`src/rtl/rat_pkg.sv`:
```
// Shared RAT CPU definitions: program ROM geometry and the fetch-port grant states.
package rat_pkg;
    localparam int RAT_ADDR_W  = 10;
    localparam int RAT_INSTR_W = 18;

    // Who owns the ROM output word in the following cycle
    typedef enum logic [1:0] {
        IDLE   = 2'd0,
        CPU_RD = 2'd1,
        DBG_RD = 2'd2
    } grant_t;
endpackage

```
`src/rtl/prog_fetch_ctrl_if.sv`:
```
// Fetch, ROM and debug read-back signals of the program fetch controller.
interface prog_fetch_ctrl_if;
    import rat_pkg::*;

    logic                   FETCH_EN;
    logic                   PC_LD;
    logic [RAT_ADDR_W-1:0]  PC_LD_ADDR;
    logic [RAT_ADDR_W-1:0]  ROM_ADDR;
    logic [RAT_INSTR_W-1:0] ROM_DATA;
    logic [RAT_INSTR_W-1:0] IR;
    logic                   IR_VALID;
    logic [RAT_ADDR_W-1:0]  PC;
    logic                   DBG_REQ;
    logic [RAT_ADDR_W-1:0]  DBG_ADDR;
    logic                   DBG_ACK;
    logic [RAT_INSTR_W-1:0] DBG_DATA;

    // Environment side: CPU control unit, program ROM and debug requester
    modport master (
        output FETCH_EN, PC_LD, PC_LD_ADDR, ROM_DATA, DBG_REQ, DBG_ADDR,
        input  ROM_ADDR, IR, IR_VALID, PC, DBG_ACK, DBG_DATA
    );

    modport slave (
        input  FETCH_EN, PC_LD, PC_LD_ADDR, ROM_DATA, DBG_REQ, DBG_ADDR,
        output ROM_ADDR, IR, IR_VALID, PC, DBG_ACK, DBG_DATA
    );
endinterface

```
`src/rtl/prog_fetch_ctrl.sv`:
```
// Instruction-fetch sequencer owning the PC, sharing the single ROM read port
// with a debug requester under a starvation-bounded priority scheme.
module prog_fetch_ctrl
    import rat_pkg::*;
#(
    parameter int                    ADDR_W       = RAT_ADDR_W,
    parameter int                    INSTR_W      = RAT_INSTR_W,
    parameter logic [ADDR_W-1:0]     RESET_ADDR   = 10'h000,
    parameter int                    DBG_MAX_WAIT = 15
) (
    input  logic             CLK,
    input  logic             RST,
    prog_fetch_ctrl_if.slave bus
);
    localparam logic [7:0] C_MAX_WAIT = 8'(DBG_MAX_WAIT);

    grant_t             r_state;
    logic [ADDR_W-1:0]  r_fa;
    logic [ADDR_W-1:0]  r_fetch_addr;
    logic [ADDR_W-1:0]  r_pc;
    logic [INSTR_W-1:0] r_ir;
    logic [INSTR_W-1:0] r_dbg_data;
    logic [7:0]         r_starve;

    logic w_dbg_pending;
    logic w_grant_dbg;
    logic w_grant_cpu;
    logic w_cpu_land;
    logic w_dbg_land;

    // Arbitration; no pending state during the ack cycle stops a same-request regrant
    always_comb begin
        w_dbg_pending = bus.DBG_REQ && (r_state != DBG_RD);
        w_grant_dbg   = w_dbg_pending &&
                        ((r_starve == C_MAX_WAIT) || !bus.FETCH_EN || bus.PC_LD);
        w_grant_cpu   = !w_grant_dbg && bus.FETCH_EN && !bus.PC_LD;
        w_cpu_land    = (r_state == CPU_RD);
        w_dbg_land    = (r_state == DBG_RD);
    end

    assign bus.ROM_ADDR = w_grant_dbg ? bus.DBG_ADDR : r_fa;
    assign bus.IR_VALID = w_cpu_land;
    assign bus.IR       = w_cpu_land ? bus.ROM_DATA : r_ir;
    assign bus.PC       = w_cpu_land ? r_fetch_addr : r_pc;
    assign bus.DBG_ACK  = w_dbg_land;
    assign bus.DBG_DATA = w_dbg_land ? bus.ROM_DATA : r_dbg_data;

    // Grant FSM, fetch address, hold registers and starvation counter
    always_ff @(posedge CLK) begin
        if (RST) begin
            r_state      <= IDLE;
            r_fa         <= RESET_ADDR;
            r_fetch_addr <= '0;
            r_pc         <= '0;
            r_ir         <= '0;
            r_dbg_data   <= '0;
            r_starve     <= 8'd0;
        end else begin
            if (w_grant_dbg) begin
                r_state <= DBG_RD;
            end else if (w_grant_cpu) begin
                r_state <= CPU_RD;
            end else begin
                r_state <= IDLE;
            end

            if (w_grant_cpu) begin
                r_fetch_addr <= r_fa;
            end

            // A redirect always loads FA, even when debug took the slot
            if (bus.PC_LD) begin
                r_fa <= bus.PC_LD_ADDR;
            end else if (w_grant_cpu) begin
                r_fa <= r_fa + ADDR_W'(1);
            end

            if (w_cpu_land) begin
                r_ir <= bus.ROM_DATA;
                r_pc <= r_fetch_addr;
            end

            if (w_dbg_land) begin
                r_dbg_data <= bus.ROM_DATA;
            end

            if (w_grant_dbg || !bus.DBG_REQ) begin
                r_starve <= 8'd0;
            end else if (w_dbg_pending && (r_starve != C_MAX_WAIT)) begin
                r_starve <= r_starve + 8'd1;
            end
        end
    end
endmodule

```
`src/flat_wrapper.sv`:
```
// flat-port wrapper written by rule: the top's interface ports become plain ports
module prog_fetch_ctrl_flat import rat_pkg::*;
#(
    parameter int                    ADDR_W       = RAT_ADDR_W,
    parameter int                    INSTR_W      = RAT_INSTR_W,
    parameter logic [ADDR_W-1:0]     RESET_ADDR   = 10'h000,
    parameter int                    DBG_MAX_WAIT = 15
)
  (CLK, RST, bus_FETCH_EN, bus_PC_LD, bus_PC_LD_ADDR, bus_ROM_DATA, bus_DBG_REQ, bus_DBG_ADDR, bus_ROM_ADDR, bus_IR, bus_IR_VALID, bus_PC, bus_DBG_ACK, bus_DBG_DATA);
  prog_fetch_ctrl_if bus_i ();
  input  logic CLK;
  input  logic RST;
  input wire logic [$bits(bus_i.FETCH_EN)-1:0] bus_FETCH_EN;
  input wire logic [$bits(bus_i.PC_LD)-1:0] bus_PC_LD;
  input wire logic [$bits(bus_i.PC_LD_ADDR)-1:0] bus_PC_LD_ADDR;
  input wire logic [$bits(bus_i.ROM_DATA)-1:0] bus_ROM_DATA;
  input wire logic [$bits(bus_i.DBG_REQ)-1:0] bus_DBG_REQ;
  input wire logic [$bits(bus_i.DBG_ADDR)-1:0] bus_DBG_ADDR;
  output wire logic [$bits(bus_i.ROM_ADDR)-1:0] bus_ROM_ADDR;
  output wire logic [$bits(bus_i.IR)-1:0] bus_IR;
  output wire logic [$bits(bus_i.IR_VALID)-1:0] bus_IR_VALID;
  output wire logic [$bits(bus_i.PC)-1:0] bus_PC;
  output wire logic [$bits(bus_i.DBG_ACK)-1:0] bus_DBG_ACK;
  output wire logic [$bits(bus_i.DBG_DATA)-1:0] bus_DBG_DATA;
  assign bus_i.FETCH_EN = bus_FETCH_EN;
  assign bus_i.PC_LD = bus_PC_LD;
  assign bus_i.PC_LD_ADDR = bus_PC_LD_ADDR;
  assign bus_i.ROM_DATA = bus_ROM_DATA;
  assign bus_i.DBG_REQ = bus_DBG_REQ;
  assign bus_i.DBG_ADDR = bus_DBG_ADDR;
  assign bus_ROM_ADDR = bus_i.ROM_ADDR;
  assign bus_IR = bus_i.IR;
  assign bus_IR_VALID = bus_i.IR_VALID;
  assign bus_PC = bus_i.PC;
  assign bus_DBG_ACK = bus_i.DBG_ACK;
  assign bus_DBG_DATA = bus_i.DBG_DATA;
  prog_fetch_ctrl #(.ADDR_W(ADDR_W), .INSTR_W(INSTR_W), .RESET_ADDR(RESET_ADDR), .DBG_MAX_WAIT(DBG_MAX_WAIT)) u_core (.CLK(CLK), .RST(RST), .bus(bus_i));
endmodule
```
`config.mk`:
```
export PLATFORM = sky130hd
export DESIGN_NAME = prog_fetch_ctrl_flat
export DESIGN_NICKNAME = d
export VERILOG_FILES = /design/src/rtl/rat_pkg.sv /design/src/rtl/prog_fetch_ctrl_if.sv /design/src/rtl/prog_fetch_ctrl.sv /design/src/flat_wrapper.sv
export SDC_FILE = /design/constraint.sdc
export NUM_CORES = 1
export LEC_CHECK = 0
export CORE_UTILIZATION = 45
export CTS_CLUSTER_DIAMETER = 80
export CTS_CLUSTER_SIZE = 25
export DETAILED_ROUTE_END_ITERATION = 6
export PLACE_DENSITY = 0.74
export SETUP_SLACK_MARGIN = 0.4
export SLEW_MARGIN = 20
export SYNTH_ARGS = -nofsm -noshare
export SYNTH_HDL_FRONTEND = slang
export SYNTH_SLANG_ARGS = --single-unit
```
`constraint.sdc`:
```
create_clock -name CLK -period 4 [get_ports CLK]
set_input_delay 1 -clock CLK [delete_from_list [all_inputs] [get_ports CLK]]
set_output_delay 1 -clock CLK [all_outputs]
set_load 0.01 [all_outputs]
```
==> summary.txt <==
Floorplan
  • Die H: 89.0 µm
  • # rows: 31
  • Starting Density: 0.467
  • Top-level I/O count: 101
  • Die Wd: 89.0 µm
  • Core area: 0.00729 mm²
  • Die area: 0.00791 mm²

Synth
  • Number of synthesized flops with an enable pin: 0
  • #FFs+latches synth: 76
  • Top cells by count, synth: 76 x dfxtp_1, 69 x nand2_1, 47 x nor2b_1, 38 x mux2_2, 21 x a21oi_1
  • Post-synth top area share: 0.447
  • Part of the Yosys area used for sequential elements: 0.447
  • Synth cell types: 44
  • Top post-synthesis cells by area: dfxtp_1 45%, mux2_2 13%, nor2b_1 8.6%, nand2_1 7.6%, a21oi_1 3.1%
  • Top-count cell post-synth: dfxtp_1
  • FFs w/ async S/R, synth: 0
  • Syn_nets: 419
  • Cell taking the most area after synthesis: dfxtp_1
  • Post-Synthesis Cell Area: 0.00340 mm²
  • Ys flop type: dfxtp_1
  • Synth warn: 0
  • Mapped Cells: 374
  • Syn avg cell area: 9.10 µm²

STA
  • Max frequency: 0.287 GHz
  • Min Tclk post-route: 3480 ps
  • Actual slew at the worst max-slew pin: 807 ps
  • Setup violators final: 0
  • Final Max Tran Viols: 0
  • Clock Skew: 8.00 ps
  • Final hold viol count: 0
  • RSZ-0062 raised after global routing: false
  • Sum Neg Setup Slack: 0 ps
  • Worst slew margin: 0.455
  • Hold Slack: 477 ps
  • Period utilisation layout: 0.870

Place
  • I/O Buffers: 100
  • Detail Placement HPWL: 5510 µm
  • Area after DPL: 0.00449 mm²
  • RD Place Congestion: 0.848
  • Placed insts: 560

Routing
  • Routed vias: 2,966
  • DRC: 0
  • ANT nets after route: 0
  • Via density: 5.14
  • DRT iter0 DRCs: 74
  • Drt pass-1 iters: 4
  • DRT Wirelength: 7890 µm
  • WL per Instance: 13.7 µm

Layout
  • Design Area, Final: 0.00471 mm²
  • Fillers: 668
  • Nets: 518
  • ANT cells: 0
  • Area growth from synthesis to layout: 38.4%
  • Final std cells w/o fill: 577
  • Share of cells above drive strength 1: 0.161

Power and ir drop
  • Switch Pwr: 0.000419 W
  • Clock network power share: 0.356
  • Leakage: 1.90 nW
  • Switching share of total power: 0.256
  • Peak supply drop: 0.233 mV
  • Int Power: 0.00122 W
  • Power Dens Cells: 348 mW/mm²
  • Sequential power share: 0.488
  • Comb pwr share: 0.156

GRT
  • Total grt overflow: 0
  • Pin count of the biggest net entering global routing: 30
  • Initial antenna violation count: 0
  • Via count of the first global-routing pass: 2,720
  • First-pass GRT wire length: 12,300 µm
  • GRT Util Overall: 0.202

Setup path
  • Worst Path Max Fanout: 6
  • Crit path capture type: output pin
  • Arrival time worst endpoint: 2480 ps
  • Required @ worst endpoint: 3000 ps
  • CP startpoint kind: input pin
  • Crit Path Class: input pin to output pin

Min path
  • Hold crit path type: flip-flop to flip-flop

Clock network
  • Max clock buf depth: 2
  • H-tree depth: 3
  • Clock sink total: 76
  • Clock Latency Late Sink: 340 ps
  • Clock slew seen by the registers of the worst setup and hold paths: 80 ps
  • CTS tree: yes
  • CTS root buffer: clkbuf_8
  • CTS Buf Count: 9

Outcome
  • Status: finished clean

Job
  • Max_cap viols: 0
[cells by family (layout without fill, tap and decap cells)]
group                    count (synthesis)  after routing  share of synthesized area
AND/OR/NAND/NOR                        156            156                      0.243
flip-flops                              76             76                      0.447
AO/OA/AOI/OAI                           62             62                      0.121
multiplexers                            39             39                      0.129
buffers and inverters                   37            141                     0.0474
adder cells (fa/ha/maj)                  2              2                    0.00735
XOR/XNOR                                 2              2                    0.00515
[metal layers]
| metal | vias to the layer above | track usage | part of all wire |
|---|---|---|---|
| met2 | 80 | 0.353 | 0.48 |
| met1 | 1383 | 0.244 | 0.46 |
| li1 | 1491 | - | - |
| met4 | 0 | 0.0938 | 0.015 |
| met5 | - | 0 | 0 |
| met3 | 12 | 0.0332 | 0.049 |
[placed cells by master, fill, tap and decap left out, drive strengths merged, types with 3 or more instances in the layout]
master          n
clkbuf          9
nor3            3
nor4            4
nand2          69
nand2b          4
a41oi           3
o21ai          15
buf            12
o31ai           3
nor2            5
inv            15
a2111oi         3
clkinv          4
or4             3
o31a            7
and4            3
or3             3
dfxtp          76
nor2b          47
mux2           38
a211oi          3
clkdlybuf4s50  86
a21oi          22
dlygate4sd2    10
nand3           6
[worst max-delay path, stage by stage]
cell and delay (ps):
dlygate4sd2_1 260, nand2b_4 150, a21oi_2 210, nor2_4 50, buf_4 140, buf_6 120, mux2_2 260, dlygate4sd2_1 280
[area by class of cell]
cell class / count / area (µm²) / area share
clock buffers: 9 / 124 / 0.0263
clock inverters: 7 / 76.3 / 0.0162
inverters: 14 / 52.6 / 0.0112
multi-input cells: 261 / 1740 / 0.369
flip-flops and latches: 76 / 1520 / 0.323
well taps: 99 / 124 / 0.0263
repair buffers: 111 / 1070 / 0.228
[final timing paths]
path / slack [ps] / start / cells after the start / end
setup / recovery: 520 / bus_PC_LD / 8 / bus_ROM_ADDR[4]
hold / removal: 480 / u_core.r_fetch_addr[5] / 2 / u_core.r_fetch_addr[5]
setup reg to reg: 1620 / u_core.r_state[0] / 5 / u_core.r_starve[7]
hold reg to reg: 480 / u_core.r_fetch_addr[5] / 2 / u_core.r_fetch_addr[5]
[sequential cells by signal (all words and copies together), names as in the netlist]
| register | count |
|---|---|
| u_core.r_dbg_data | 18 |
| u_core.r_ir | 18 |
| u_core.r_fa | 10 |
| u_core.r_fetch_addr | 10 |
| u_core.r_pc | 10 |
| u_core.r_starve | 8 |
| u_core.r_state | 2 |
[power by group through the flow]
stage / sequential (W) / combinational [W] / clock, W
floorplan: 0.000809 / 0.000127 / 0
global placement: 0.000816 / 0.000257 / 0
detailed placement: 0.000817 / 0.000261 / 0
CTS: 0.000799 / 0.000256 / 0.000601
global route: 0.000803 / 0.000278 / 0.000639
finish: 0.000800 / 0.000256 / 0.000583
[through the flow]
step / util / worst slack (ps) / power, W
finish: 0.646 / 521 / 0.00164
global route: 0.646 / 475 / 0.00172
CTS: 0.643 / 439 / 0.00166
detailed placement: 0.616 / 170 / 0.00108
global placement: 0.616 / 183 / 0.00107
floorplan: - / 1080 / 0.000936
[what timing repair did]
| action | CTS | global route |
|---|---|---|
| endpoints found under the setup margin | 10 | 6 |
| pin swaps | 1 | 1 |
| resized for setup | 13 | 6 |
| hold buffers | 0 | 0 |
| hold endpoints to repair | 0 | 0 |
| buffers inserted | 1 | 0 |
No activity file was read; power rests on OpenSTA's default activity.
